**config.mk**
```make
export PLATFORM = sky130hd
export DESIGN_NAME = prbs_lfsr_gen
export DESIGN_NICKNAME = d
export VERILOG_FILES = /design/src/rtl/prbs_lfsr_pkg.sv /design/src/rtl/prbs_lfsr_chk.sv /design/src/rtl/prbs_lfsr_gen.sv
export SDC_FILE = /design/constraint.sdc
export NUM_CORES = 1
export LEC_CHECK = 0
export ABC_AREA = 1
export CAP_MARGIN = 0
export CORE_UTILIZATION = 35
export CTS_BUF_LIST = sky130_fd_sc_hd__clkbuf_4 sky130_fd_sc_hd__clkbuf_8 sky130_fd_sc_hd__clkbuf_16
export CTS_CLUSTER_DIAMETER = 80
export DETAILED_ROUTE_END_ITERATION = 16
export PLACE_DENSITY_LB_ADDON = 0.15
export RECOVER_POWER = 50
export SYNTH_ARGS = -nofsm -noshare
export SYNTH_HDL_FRONTEND = slang
export SYNTH_HIERARCHICAL = 1
export SYNTH_SLANG_ARGS = --single-unit
```
**constraint.sdc**
```tcl
create_clock -name clk -period 2.4 [get_ports clk]
set_input_delay 0.48 -clock clk [delete_from_list [all_inputs] [get_ports clk]]
set_output_delay 0.48 -clock clk [all_outputs]
set_load 0.02 [all_outputs]
```
**src/rtl/prbs_lfsr_pkg.sv**
```systemverilog
// prbs_lfsr_pkg
//   Types and helpers shared by the PRBS generator (prbs_lfsr_gen) and its
//   optional self-synchronising checker (prbs_lfsr_chk).
//   - lfsr_mode_e : generator mode encoding as seen on mode_i
//   - chk_state_e : checker synchronisation state
//   - CHK_LOSS_N  : consecutive locked-state misses that force a re-hunt
//   - lfsr_fb()   : Fibonacci feedback with all-zero recovery
package prbs_lfsr_pkg;

    typedef enum logic [1:0] {
        MODE_HOLD   = 2'b00,
        MODE_RUN    = 2'b01,
        MODE_SLOAD  = 2'b10,
        MODE_RESEED = 2'b11
    } lfsr_mode_e;

    typedef enum logic {
        CHK_HUNT = 1'b0,
        CHK_LOCK = 1'b1
    } chk_state_e;

    localparam int unsigned CHK_LOSS_N = 4;

    // Operands are zero-extended to the widest legal LFSR so that one
    // function serves every WIDTH; the extra zero bits do not change the
    // parity nor the all-zero test.
    function automatic logic lfsr_fb(input logic [63:0] state, input logic [63:0] taps);
        return (^(state & taps)) | (state == 64'd0);
    endfunction

endpackage

```
**src/rtl/prbs_lfsr_chk.sv**
```systemverilog
// prbs_lfsr_chk
//   Self-synchronising PRBS checker. While hunting it loads the incoming
//   stream into its own reference register and waits for 2*WIDTH consecutive
//   correctly predicted bits; once locked the reference free-runs so each bad
//   input bit is counted exactly once. CHK_LOSS_N consecutive misses return
//   it to hunting. Everything is frozen on cycles without chk_vld_i.
//
//   state    | meaning
//   ---------+------------------------------------------------------------
//   reset    | cr = 0, runs = 0, error count = 0, enters CHK_HUNT
//   CHK_HUNT | shift received bit into cr, count consecutive matches
//   CHK_LOCK | shift predicted bit into cr, count errors and miss run
//
// Ports
//   clk        in  1      rising-edge clock
//   rst_n      in  1      synchronous active-low reset
//   chk_vld_i  in  1      sample strobe
//   chk_i      in  1      received data bit
//   chk_lock_o out 1      checker locked
//   chk_err_o  out ERR_W  saturating mismatch count (cleared only by reset)
module prbs_lfsr_chk
    import prbs_lfsr_pkg::*;
#(
    parameter int unsigned     WIDTH = 32,
    parameter logic [WIDTH-1:0] TAPS = 32'hA300_0000,
    parameter int unsigned     ERR_W = 16
) (
    input  logic             clk,
    input  logic             rst_n,
    input  logic             chk_vld_i,
    input  logic             chk_i,
    output logic             chk_lock_o,
    output logic [ERR_W-1:0] chk_err_o
);

    localparam int unsigned RUN_W  = $clog2(2 * WIDTH);
    localparam int unsigned MISS_W = $clog2(CHK_LOSS_N);
    // Compared against the count before increment, so the transition fires
    // on the edge accepting the final sample.
    localparam logic [RUN_W-1:0]  RUN_LAST  = RUN_W'(2 * WIDTH - 1);
    localparam logic [MISS_W-1:0] MISS_LAST = MISS_W'(CHK_LOSS_N - 1);

    logic [WIDTH-1:0]  cr_q,   cr_d;
    chk_state_e        st_q,   st_d;
    logic [RUN_W-1:0]  run_q,  run_d;
    logic [MISS_W-1:0] miss_q, miss_d;
    logic [ERR_W-1:0]  err_q,  err_d;
    logic              pred;

    always_comb begin
        cr_d   = cr_q;
        st_d   = st_q;
        run_d  = run_q;
        miss_d = miss_q;
        err_d  = err_q;
        pred   = lfsr_fb(64'(cr_q), 64'(TAPS));

        if (chk_vld_i) begin
            if (st_q == CHK_HUNT) begin
                cr_d = {cr_q[WIDTH-2:0], chk_i};
                if (chk_i == pred) begin
                    if (run_q == RUN_LAST) begin
                        st_d   = CHK_LOCK;
                        run_d  = '0;
                        miss_d = '0;
                    end else begin
                        run_d = run_q + 1'b1;
                    end
                end else begin
                    run_d = '0;
                end
            end else begin
                cr_d = {cr_q[WIDTH-2:0], pred};
                if (chk_i != pred) begin
                    if (err_q != '1) begin
                        err_d = err_q + 1'b1;
                    end
                    if (miss_q == MISS_LAST) begin
                        st_d   = CHK_HUNT;
                        miss_d = '0;
                        run_d  = '0;
                    end else begin
                        miss_d = miss_q + 1'b1;
                    end
                end else begin
                    miss_d = '0;
                end
            end
        end
    end

    always_ff @(posedge clk) begin
        if (!rst_n) begin
            cr_q   <= '0;
            st_q   <= CHK_HUNT;
            run_q  <= '0;
            miss_q <= '0;
            err_q  <= '0;
        end else begin
            cr_q   <= cr_d;
            st_q   <= st_d;
            run_q  <= run_d;
            miss_q <= miss_d;
            err_q  <= err_d;
        end
    end

    assign chk_lock_o = (st_q == CHK_LOCK);
    assign chk_err_o  = err_q;

endmodule

```
**src/rtl/prbs_lfsr_gen.sv**
```systemverilog
// prbs_lfsr_gen
//   Parametrised Fibonacci LFSR pattern generator. Shifts up (stage 0 is the
//   newest bit), supports hold, serial load, reseed, and re-injects a 1 when
//   running from the all-zero state. Build option PRBS_LFSR_CHECKER_EN adds
//   the self-synchronising checker and its four chk_* ports; without it the
//   generator behaves identically and the checker ports do not exist.
//
// Ports
//   clk        in  1      rising-edge clock
//   rst_n      in  1      synchronous active-low reset
//   mode_i     in  2      00 HOLD, 01 RUN, 10 SLOAD, 11 RESEED
//   ser_i      in  1      serial load bit (SLOAD)
//   state_o    out OUT_W  top OUT_W stages of the LFSR
//   ser_o      out 1      top stage of the LFSR
//   inj_o      out 1      pulse: zero-state recovery bit went in on last edge
//   chk_vld_i  in  1      checker sample strobe       (checker build only)
//   chk_i      in  1      checker data bit            (checker build only)
//   chk_lock_o out 1      checker locked              (checker build only)
//   chk_err_o  out ERR_W  checker mismatch count      (checker build only)
module prbs_lfsr_gen
    import prbs_lfsr_pkg::*;
#(
    parameter int unsigned      WIDTH = 32,
    parameter logic [WIDTH-1:0] TAPS  = 32'hA300_0000,
    parameter logic [WIDTH-1:0] SEED  = 1,
    parameter int unsigned      OUT_W = 8,
    parameter int unsigned      ERR_W = 16
) (
    input  logic             clk,
    input  logic             rst_n,
    input  logic [1:0]       mode_i,
    input  logic             ser_i,
    output logic [OUT_W-1:0] state_o,
    output logic             ser_o,
    output logic             inj_o
`ifdef PRBS_LFSR_CHECKER_EN
    ,
    input  logic             chk_vld_i,
    input  logic             chk_i,
    output logic             chk_lock_o,
    output logic [ERR_W-1:0] chk_err_o
`endif
);

    lfsr_mode_e       mode;
    logic [WIDTH-1:0] state_q, state_d;
    logic             inj_q,   inj_d;
    logic             zero;

    assign mode = lfsr_mode_e'(mode_i);
    assign zero = (state_q == '0);

    always_comb begin
        state_d = state_q;
        inj_d   = 1'b0;
        unique case (mode)
            MODE_HOLD:   state_d = state_q;
            MODE_RUN: begin
                state_d = {state_q[WIDTH-2:0], lfsr_fb(64'(state_q), 64'(TAPS))};
                inj_d   = zero;
            end
            // Raw load: all-zero must stay loadable, so no recovery here.
            MODE_SLOAD:  state_d = {state_q[WIDTH-2:0], ser_i};
            MODE_RESEED: state_d = SEED;
        endcase
    end

    always_ff @(posedge clk) begin
        if (!rst_n) begin
            state_q <= SEED;
            inj_q   <= 1'b0;
        end else begin
            state_q <= state_d;
            inj_q   <= inj_d;
        end
    end

    assign state_o = state_q[WIDTH-1 -: OUT_W];
    assign ser_o   = state_q[WIDTH-1];
    assign inj_o   = inj_q;

`ifdef PRBS_LFSR_CHECKER_EN
    prbs_lfsr_chk #(
        .WIDTH (WIDTH),
        .TAPS  (TAPS),
        .ERR_W (ERR_W)
    ) u_chk (
        .clk        (clk),
        .rst_n      (rst_n),
        .chk_vld_i  (chk_vld_i),
        .chk_i      (chk_i),
        .chk_lock_o (chk_lock_o),
        .chk_err_o  (chk_err_o)
    );
`endif

endmodule

```
After elaboration in Yosys (flattened, before gate mapping) --
Cells that the tools add are included.
Storage, ports and cells: register bits after elaboration 33, output and inout port bits 10, logic and storage cells 11
Operators by class: equality and inequality tests 3, multiplexer cells 1, bitwise gates (word level) 1, reduce and logical (&&, ||, !) cells 4
Operators by type and width (count):
- 32-bit case mux with 3 select lines | 1
- 64-bit XOR reduction | 1
- 32-bit zero test | 1
- 2-bit equality test, second input constant | 2
- 2-bit by 1-bit equality test with 1-bit output, second input constant | 1
- 2-bit zero test | 1
- 2-bit AND reduction | 1
- 1-bit bitwise OR | 1

Depth between registers and ports, before layout --
depth after elaboration 3, depth in mapped cells 9, gate-level depth less buffers 9

Worst setup path before layout --
OpenSTA, ideal clock, no wires.
path type register to output, start register state_q[31], end output port state_o[7], arrival 0.659 ns, setup slack 1.261 ns, cell stages (with the launch flop) 2, cells stage by stage dfxtp_1 > buf_4
RTL lines:
- start, declared | RTL line prbs_lfsr_gen.sv:46 | logic [WIDTH-1:0] state_q, state_d;
- start signal, assigned | RTL line prbs_lfsr_gen.sv:73 | state_q <= state_d;
- end, declared | RTL line prbs_lfsr_gen.sv:33 | output logic [OUT_W-1:0] state_o,
No word-level cell between the ends.

Worst setup path after layout --
start input port mode_i[1], end register state_q[24]
Between the ends: cells in the longest elaborated chain, start to end 2
RTL lines:
- start, declared | RTL line prbs_lfsr_gen.sv:31 | input logic [1:0] mode_i,
- 2-bit equality test / 2-bit by 1-bit equality test with 1-bit output (equally long branches) | RTL line prbs_lfsr_gen.sv:56 | unique case (mode)
- 32-bit case mux with 3 select lines | RTL line prbs_lfsr_gen.sv:56
Parallel ways exist; a longest one is shown, timed or not. A chain may end at the register's enable or synchronous reset.

==> results.yml <==
sta:
  rsz0062_at_grt: "false"
  timing.fmax_ghz: 0.549
  worst_pin_slew_ns: 0.646
  slew_violations: 0
  fin_crit_sh_pct: 75.8
  holdWs_ns: 0.497
  finalCriticalPeriod_ns: 1.82
  finClkSkew_ns: 0.00518
  hold_viol: 0
  finalSetupTns_ns: 0
  setup_viol: 0
  relSlewSlack_pct: 56.9
route:
  drcViolationCount: 0
  drt_pass1_iterations: 4
  post_drt_wl_per_cell_microns: 11.0
  vias_per_cell: 4.64
  drt-initial-drc-count: 46
  drt-total-wl_mm: 2.72
  postRouteAntennaNets: 0
  vias: 1141
logic_synthesis:
  avgSynthCellArea_sq_um: 8.23
  synthTopCellsByArea: "dfxtp_1, nor2_1, o21ai_2"
  synth_cell_types: 23
  ys_seq_area_share_pct: 42.5
  yosys.area.top_type: "dfxtp_1"
  ys_warn_count: 6
  syn_nets: 195
  synth_area_sq_um: 1560
  syn-instance-count: 189
  synth_top_area_share_pct: 42.5
  ys_ff_latch: 33
layout:
  nets: 202
  num-fill-cells: 433
  drive_gt1_share_pct: 23.5
  syn_to_final_growth_pct: 9.17
  diodes: 0
  design_area_sq_um: 1700
  finalNonFillerCells: 246
power:
  ir_worst_vdd_mv: 0.319
  power.density_nw_per_um2: 708
  leakage_uw: 0.000638
  power_uw: 1200
placement:
  place_area_sq_um: 1640
  placedCellCount: 239
  dpl.hpwl_mm: 1.81
  io_buffers: 14
  gp_congestion: 0.718
critical_path:
  cp_data_arrival_time_ns: 2.02
  reg2reg_slack_ns: 1.12
  cp.required_ns: 2.60
  path_class: "input pin to flop"
  cp-start-kind: "input pin"
  worst-path-max-fanout: 33
  endpoint_kind: "flop"
cts:
  cts.sinks: 33
  cts-buffers-inserted: 5
  clockBufferDepth: 2
  clk_latency_ns: 0.28
  cts_resized: 0
  cts_root_buf: "clkbuf_8"
  htreeDepth: 2
  cts_tree: "built"
  cts.reportedPaths.clkPinSlew_ns: 0.07
  post-cts-setup-buffers: 0
  hold_buffers: 0
floorplan:
  dieHeight_microns: 68.7
  core-area_sq_um: 4140
  die_w_microns: 68.7
  start_util_pct: 37.5
  dieArea_sq_um: 4710
  io_pins: 15
  placementRows: 23
outcome:
  status: "complete, no violations"
grt:
  grt_antenna_before_repair: 0
  grt_use_total_pct: 13.9
  grt_pass1_vias: 1037
  grt_pass1_wl_mm: 4.73
  grt-ovfl-total: 0
  grt_max_degree: 34
run:
  maxCapViolCount: 0
hold_path:
  hp-class: "flop to flop"
==> metal layers <==
| layer | wire (microns) | share of wire [%] | track usage [%] | vias to the layer above |
|---|---|---|---|---|
| met1 | 1270 | 47 | 17.1 | 512 |
| met3 | 120 | 4.4 | 4.44 | 6 |
| li1 | - | - | - | 602 |
| met5 | 0 | 0 | 0 | - |
| met4 | 65 | 2.4 | 7.03 | 0 |
| met2 | 1260 | 46 | 21.8 | 21 |
==> flip-flops by register name, indices dropped and copies added, names as in the netlist <==
| name | count |
|---|---|
| state_q | 32 |
| inj_o | 1 |
==> power by group <==
part | switching [uW] | internal [uW]
sequential | 23.1 | 576
combinational | 102 | 69.5
clock | 192 | 239
total | 318 | 884
==> path summary, 6_finish.rpt <==
path / depth (start not counted) / start / end
setup / recovery: 5 / mode_i[1] / state_q[24]
hold / removal: 2 / state_q[21] / state_q[21]
setup reg to reg: 8 / state_q[25] / state_q[0]
hold reg to reg: 2 / state_q[21] / state_q[21]
==> worst max-delay path: stages <==
cell and delay [ns]:
dlygate4sd3_1 0.61, nor2_4 0.11, clkbuf_2 0.53, nor2_1 0.11, a211oi_1 0.17
==> metrics by stage <==
stage               utilization, %  worst slack, ns
finish                        41.0            0.580
detailed placement            39.6            0.508
global route                  41.0            0.449
floorplan                        -             1.26
global placement              39.6            0.534
CTS                           41.8            0.595
==> synth_stat cells <==
library cell  count
nor2_1           52
dfxtp_1          33
nor2_2           20
o21ai_2          20
nand2_1          18
buf_4             8
o21ai_1           6
inv_1             5
a21oi_1           4
buf_6             4
a211oi_1          3
buf_2             2
buf_8             2
nand3b_1          2
o21ai_0           2
a211oi_2          1
a21boi_0          1
ha_1              1
inv_2             1
inv_4             1
nand2_4           1
nor2_4            1
nor3_1            1
==> kinds of logic (layout without fill, tap and decap cells) <==
| logic type | Yosys count | after routing | share of synthesized area [%] |
|---|---|---|---|
| AO/OA/AOI/OAI | 37 | 37 | 17.9 |
| adder cells (fa/ha/maj) | 1 | 1 | 0.804 |
| buffers and inverters | 23 | 30 | 11.2 |
| flip-flops | 33 | 33 | 42.5 |
| AND/OR/NAND/NOR | 95 | 95 | 27.7 |
==> final cells by class <==
type,count,area [sq um],share of cell area (%)
multi-input combinational,133,691,40.7
sequential,33,661,38.9
timing repair buffer,16,165,9.73
clock buffer,7,90.1,5.31
tap,50,62.6,3.68
inverter,7,28.8,1.69
==> cells in the final DEF, fill, tap and decap left out <==
cell type | netlist | layout
dlygate4sd3_1 | 0 | 1
a211oi_2 | 1 | 1
nand2_4 | 1 | 1
ha_1 | 1 | 1
nor2_2 | 20 | 20
o21ai_0 | 2 | 10
a21boi_0 | 1 | 1
clkbuf_2 | 0 | 1
inv_4 | 1 | 1
o21ai_1 | 6 | 6
clkdlybuf4s50_1 | 0 | 13
inv_2 | 1 | 1
clkbuf_4 | 0 | 1
a211oi_1 | 3 | 3
nor2_1 | 52 | 52
nor3_1 | 1 | 1
dfxtp_1 | 33 | 33
nor2_4 | 1 | 1
a21oi_1 | 4 | 4
buf_12 | 0 | 1
o21ai_2 | 20 | 12
inv_1 | 5 | 5
clkbuf_8 | 0 | 6
nand2_1 | 18 | 18
nand3b_1 | 2 | 2
(Power assumes the default switching activity.)
